**src/rtl/fp_if_pkg.sv**
```systemverilog
// ----------------------------------------------------------------------------
// fp_if_pkg
// Shared definitions for the floating-point add/sub unit interface:
//   state_t  - sequencer states of the unit driver
//   FP_W     - IEEE-754 single-precision word width
//   OP_ADD / OP_SUB - encoding of the op signal (0 = a+b, 1 = a-b)
// ----------------------------------------------------------------------------
package fp_if_pkg;

   localparam int   FP_W   = 32;
   localparam logic OP_ADD = 1'b0;
   localparam logic OP_SUB = 1'b1;

   typedef enum logic [1:0] {
      IDLE,
      ISSUE,
      WAIT,
      HOLD
   } state_t;

endpackage

```
**src/rtl/fp_wdog_counter.sv**
```systemverilog
// ----------------------------------------------------------------------------
// fp_wdog_counter
// Watchdog cycle counter for the add/sub driver. Counts enabled cycles and
// flags the terminal count TIMEOUT_CYCLES-1.
// Ports:
//   clock    - system clock
//   reset    - synchronous, active-low reset
//   clear    - synchronous clear (wins over enable)
//   enable   - count this cycle
//   count    - current count value
//   tc       - count has reached TIMEOUT_CYCLES-1
// ----------------------------------------------------------------------------
module fp_wdog_counter #(
   parameter int TIMEOUT_CYCLES = 16
) (
   input  logic                              clock,
   input  logic                              reset,
   input  logic                              clear,
   input  logic                              enable,
   output logic [$clog2(TIMEOUT_CYCLES)-1:0] count,
   output logic                              tc
);

   localparam int CNT_W = $clog2(TIMEOUT_CYCLES);

   // NOTE: reset is sampled inside the clocked block, so it is synchronous;
   // putting it in the sensitivity list would make it asynchronous.
   always_ff @(posedge clock) begin
      if (!reset) begin
         count <= '0;
      end else if (clear) begin
         count <= '0;
      end else if (enable) begin
         count <= count + CNT_W'(1);
      end
   end

   assign tc = (count == CNT_W'(TIMEOUT_CYCLES - 1));

endmodule

```
**src/rtl/fp_addsub_driver.sv**
```systemverilog
// ----------------------------------------------------------------------------
// fp_addsub_driver
// Sequencer for the floating-point add/sub unit (start/op/busy/ready style).
// Takes one operand pair at a time from a valid/ready stream, launches it with
// a one-cycle start pulse, holds operands stable, captures the one-cycle
// result strobe and returns the result with its tag on a valid/ready stream.
// A watchdog turns a missing result strobe into a flagged timeout result.
// Ports:
//   clock, reset                    - clock, synchronous active-low reset
//   in_valid/in_ready               - operand stream handshake
//   in_op, in_a, in_b, in_tag       - op (0 add, 1 sub), operands, user tag
//   out_valid/out_ready             - result stream handshake
//   out_data, out_tag, out_timeout  - result (0 on timeout), tag, timeout flag
//   fpu_start, fpu_op               - start pulse and op to the unit
//   fpu_data_a, fpu_data_b          - operands to the unit
//   fpu_busy                        - unit busy (debug observation only)
//   fpu_ready, fpu_data_o           - unit result strobe and result
// ----------------------------------------------------------------------------
module fp_addsub_driver
   import fp_if_pkg::*;
#(
   parameter int TIMEOUT_CYCLES = 16,   // must be >= 8
   parameter int TAG_W          = 4
) (
   input  logic             clock,
   input  logic             reset,
   input  logic             in_valid,
   output logic             in_ready,
   input  logic             in_op,
   input  logic [FP_W-1:0]  in_a,
   input  logic [FP_W-1:0]  in_b,
   input  logic [TAG_W-1:0] in_tag,
   output logic             out_valid,
   input  logic             out_ready,
   output logic [FP_W-1:0]  out_data,
   output logic [TAG_W-1:0] out_tag,
   output logic             out_timeout,
   output logic             fpu_start,
   output logic             fpu_op,
   output logic [FP_W-1:0]  fpu_data_a,
   output logic [FP_W-1:0]  fpu_data_b,
   input  logic             fpu_busy,
   input  logic             fpu_ready,
   input  logic [FP_W-1:0]  fpu_data_o
);

   localparam int CNT_W = $clog2(TIMEOUT_CYCLES);

   state_t           state;
   logic [CNT_W-1:0] wdog;
   logic             wdog_tc;

   // Debug-only sticky flag: the unit had not raised busy two cycles after
   // ISSUE. Nothing in the control path reads it.
   logic             unused_busy_late;

   // Cleared while in ISSUE, so the first WAIT cycle sees a count of zero.
   fp_wdog_counter #(
      .TIMEOUT_CYCLES (TIMEOUT_CYCLES)
   ) u_wdog (
      .clock  (clock),
      .reset  (reset),
      .clear  (state == ISSUE),
      .enable (state == WAIT),
      .count  (wdog),
      .tc     (wdog_tc)
   );

   // NOTE: every register here is assigned with <= so all of them update
   // from the same pre-edge values; blocking assignments would make the
   // result depend on statement order.
   always_ff @(posedge clock) begin
      if (!reset) begin
         state            <= IDLE;
         in_ready         <= 1'b0;
         out_valid        <= 1'b0;
         out_data         <= '0;
         out_tag          <= '0;
         out_timeout      <= 1'b0;
         fpu_start        <= 1'b0;
         fpu_op           <= 1'b0;
         fpu_data_a       <= '0;
         fpu_data_b       <= '0;
         unused_busy_late <= 1'b0;
      end else begin
         case (state)
            IDLE: begin
               if (in_valid && in_ready) begin
                  // Operands, op and tag are frozen here until the result
                  // has been handed downstream.
                  fpu_data_a <= in_a;
                  fpu_data_b <= in_b;
                  fpu_op     <= in_op;
                  out_tag    <= in_tag;
                  fpu_start  <= 1'b1;
                  in_ready   <= 1'b0;
                  state      <= ISSUE;
               end else begin
                  in_ready   <= 1'b1;
               end
            end

            ISSUE: begin
               fpu_start <= 1'b0;
               state     <= WAIT;
            end

            WAIT: begin
               // A late busy is only recorded; fpu_ready alone ends the wait.
               if (wdog == CNT_W'(1) && !fpu_busy) begin
                  unused_busy_late <= 1'b1;
               end
               // The result strobe wins over a watchdog expiry in the same cycle.
               if (fpu_ready) begin
                  out_data    <= fpu_data_o;
                  out_timeout <= 1'b0;
                  out_valid   <= 1'b1;
                  state       <= HOLD;
               end else if (wdog_tc) begin
                  out_data    <= '0;
                  out_timeout <= 1'b1;
                  out_valid   <= 1'b1;
                  state       <= HOLD;
               end
            end

            HOLD: begin
               if (out_ready) begin
                  out_valid <= 1'b0;
                  in_ready  <= 1'b1;
                  state     <= IDLE;
               end
            end

            default: state <= IDLE;
         endcase
      end
   end

endmodule
```
**config.mk**
```make
export PLATFORM = sky130hd
export DESIGN_NAME = fp_addsub_driver
export DESIGN_NICKNAME = d
export VERILOG_FILES = /design/src/rtl/fp_if_pkg.sv /design/src/rtl/fp_wdog_counter.sv /design/src/rtl/fp_addsub_driver.sv
export SDC_FILE = /design/constraint.sdc
export NUM_CORES = 1
export LEC_CHECK = 0
export BUFFER_PORTS_ARGS = -buffer_cell sky130_fd_sc_hd__buf_2
export CORE_MARGIN = 8
export CORE_UTILIZATION = 46
export CTS_BUF_LIST = sky130_fd_sc_hd__clkbuf_8
export CTS_CLUSTER_SIZE = 40
export DETAILED_ROUTE_END_ITERATION = 10
export PLACE_DENSITY_LB_ADDON = 0.12
export SYNTH_ARGS = -nofsm -noshare
export SYNTH_HDL_FRONTEND = slang
export SYNTH_SLANG_ARGS = --single-unit
```
**constraint.sdc**
```tcl
create_clock -name clock -period 1.8 [get_ports clock]
set_clock_uncertainty 0.1 [all_clocks]
set_input_delay 0.18 -clock clock [delete_from_list [all_inputs] [get_ports clock]]
set_output_delay 0.18 -clock clock [all_outputs]
set_load 0.01 [all_outputs]
```
==> impl_metrics.env <==
export IMPL_grt_max_degree=56
export IMPL_io_pins=212
export IMPL_yosysMostFrequentCell="nand2_1"
export IMPL_p_leak_nw=2.970
export IMPL_setup_viol=0
export IMPL_place_hpwl_um=8347
export IMPL_final_antenna_net_count=0
export IMPL_utilization=0.7405
export IMPL_critical_path_startpoint="state[0]$_SDFFE_PN0P_"
export IMPL_worstMarginPinSlew_ns=0.3696
export IMPL_ys_flop_type="dfxtp_1"
export IMPL_routabilityCongestion=0.7483
export IMPL_grt_pass1_vias=4220
export IMPL_syn2layout_area_growth_pct=57.84
export IMPL_antenna_found_initial=0
export IMPL_hold_end="out_timeout$_SDFFE_PN0P_"
export IMPL_yosys_warnings=0
export IMPL_slew_headroom=0.7536
export IMPL_dieArea_sq_um=12070
export IMPL_drive_above_1_share=0.3306
export IMPL_yosysSeqAreaShare=0.5485
export IMPL_start_kind="register"
export IMPL_hold_path_cell_count=2
export IMPL_syn_cell_area_sq_um=4051
export IMPL_clkTransAtPathRegs_ns=0.11
export IMPL_grt_ovfl_total=0
export IMPL_grt_util_all_layers=0.2132
export IMPL_yosys_top_cells_count="144 x nand2_1, 111 x dfxtp_1, 60 x a21boi_0, 32 x a22o_1, 15 x buf_2"
export IMPL_clock_tree_root_cell="clkbuf_8"
export IMPL_synthTopCellsByArea="dfxtp_1 55%, nand2_1 13%, a21boi_0 11%, a22o_1 6.9%, a21boi_1 1.9%"
export IMPL_cp_end_kind="register"
export IMPL_synthCells=429
export IMPL_power_density_nw_per_um2=1004
export IMPL_drv_slew=0
export IMPL_synth_top_area_cell="dfxtp_1"
export IMPL_rows=34
export IMPL_cp_max_fo=55
export IMPL_tritoncts="yes"
export IMPL_htreeDepth=3
export IMPL_clock_path_buffers=2
export IMPL_cts_sink_count=111
export IMPL_min_delay_start="reset"
export IMPL_fmax_ghz=0.5837
export IMPL_numPortBuffers=210
export IMPL_avgSynthCellArea_sq_um=9.444
export IMPL_outcome="completed"
export IMPL_hold_viol_final=0
export IMPL_r2r_end="fpu_data_b[4]$_SDFFE_PN0P_"
export IMPL_critPathKind="reg2reg"
export IMPL_coreArea_sq_um=8636
export IMPL_drc=0
export IMPL_first_pass_iters=4
export IMPL_ir_drop_uv=681.1
export IMPL_nets=842
export IMPL_synth_top_cell_area_share=0.5485
export IMPL_antennaDiodeCount=0
export IMPL_drt_iter0_drc=182
export IMPL_reg2reg_depth=6
export IMPL_grt_setup_unrepaired="no"
export IMPL_fin_setup_tns_ns=0
export IMPL_chipHeight_um=109.8
export IMPL_period_share=0.9517
export IMPL_clk_insertion_delay_late_ns=0.35
export IMPL_ys_types=31
export IMPL_cp_arrival_ns=1.89
export IMPL_synth_edf_count=0
export IMPL_crit_required_ns=1.97
export IMPL_start_util=0.4691
export IMPL_worst_hold_path_type="in2reg"
export IMPL_syn_nets=541
export IMPL_grt_pass1_wl_um=20470
export IMPL_vias_per_cell=4.826
export IMPL_async_reset_ff_frac=0
export IMPL_period_needed_ns=1.713
export IMPL_regToRegSetupSlack_ns=0.09
export IMPL_routedWlPerCell_um=15.62
export IMPL_ys_ff_latch=111
export IMPL_r2r_start="state[0]$_SDFFE_PN0P_"
export IMPL_vias=4068
export IMPL_cap_violations=0
export IMPL_wl_um=13170
export IMPL_cts_buffers=9
export IMPL_dieWidth_um=109.8
==> registers in the layout, indices dropped and copies added, names as in the netlist <==
| signal | count |
|---|---|
| fpu_op | 1 |
| in_ready | 1 |
| fpu_start | 1 |
| out_tag | 4 |
| out_timeout | 1 |
| u_wdog.count | 4 |
| out_valid | 1 |
| fpu_data_b | 32 |
| out_data | 32 |
| fpu_data_a | 32 |
| state | 2 |
==> worst max path at each step <==
stage | to | slack (ns)
final | fpu_data_b[4]$_SDFFE_PN0P_ | 0.09
after global routing | fpu_data_b[4]$_SDFFE_PN0P_ | 0.01
after CTS | fpu_data_b[6]$_SDFFE_PN0P_ | 0.08
after detailed placement | fpu_data_b[6]$_SDFFE_PN0P_ | 0.1
after global placement | fpu_data_b[21]$_SDFFE_PN0P_ | 0.20
after floorplan | fpu_data_a[19]$_SDFFE_PN0P_ | 0.29
==> critical path: stages, from the launching register on <==
cell	delay, ns
dfxtp_1	0.34
inv_1	0.10
ha_2	0.27
and3_2	0.24
buf_12	0.24
nand2_1	0.10
a21boi_0	0.22
==> metrics by stage <==
| step | worst slack, ns | area, sq um | hold WS (ns) | std cells | power, W |
|---|---|---|---|---|---|
| finish | 0.08691 | 6395 | 0.02565 | 843 | 0.006420 |
| global route | 0.01207 | 6395 | 0.008688 | 843 | 0.006806 |
| CTS | 0.07810 | 6385 | 0.006539 | 843 | 0.006436 |
| detailed placement | 0.09770 | 5176 | 0.3003 | 726 | 0.004793 |
| global placement | 0.1995 | 5176 | 0.2965 | 726 | 0.004737 |
| floorplan | 0.2860 | 4051 | 0.2127 | 429 | 0.004095 |
==> power by group <==
| part | switching [W] | total [W] | internal [W] | leakage [nW] |
|---|---|---|---|---|
| Combinational | 0.00105 | 0.00194 | 0.000894 | 1.98 |
| Sequential | 0.000190 | 0.00299 | 0.00281 | 0.901 |
| Clock | 0.000835 | 0.00148 | 0.000647 | 0.0933 |
==> layout by cell type (no fill, tap or decap), types with 4 or more instances in the layout <==
master	n
buf_2	210
nand2_1	144
dfxtp_1	111
dlygate4sd3_1	101
a21boi_0	60
a22o_1	32
a21boi_1	10
clkbuf_8	9
nor2_1	8
buf_4	8
inv_1	4
ha_1	4
==> final cells by class <==
cell class	count	area, sq um
flip-flops and latches	111	2222
clock inverters	7	73.82
multi-input cells	283	1647
clock buffers	9	123.9
repair buffers	322	2182
well taps	108	135.1
inverters	3	11.26
fillers	649	2241
==> per-layer routing <==
layer	GRT usage	part of all wire	vias up
met3	0.05920	0.087	32
met1	0.2340	0.39	1851
met2	0.3746	0.49	156
met4	0.09547	0.029	0
li1	-	-	2029
met5	0	0	-
==> repair_timing <==
item                       in CTS  in global routing
buffers inserted                0                  0
setup endpoints to repair       0                 15
gates resized for setup         0                  2
hold buffers                  101                  0
hold endpoints to repair      101                  0
==> cells by family after synthesis <==
kind of cell	after synthesis	share of synthesized area
compound gates	112	0.2211
simple gates	161	0.1544
xor+xnor	3	0.006487
fa+ha+maj	5	0.01544
buf+inv	35	0.04910
mux	2	0.004942
flops	111	0.5485
(Power assumes the default switching activity.)
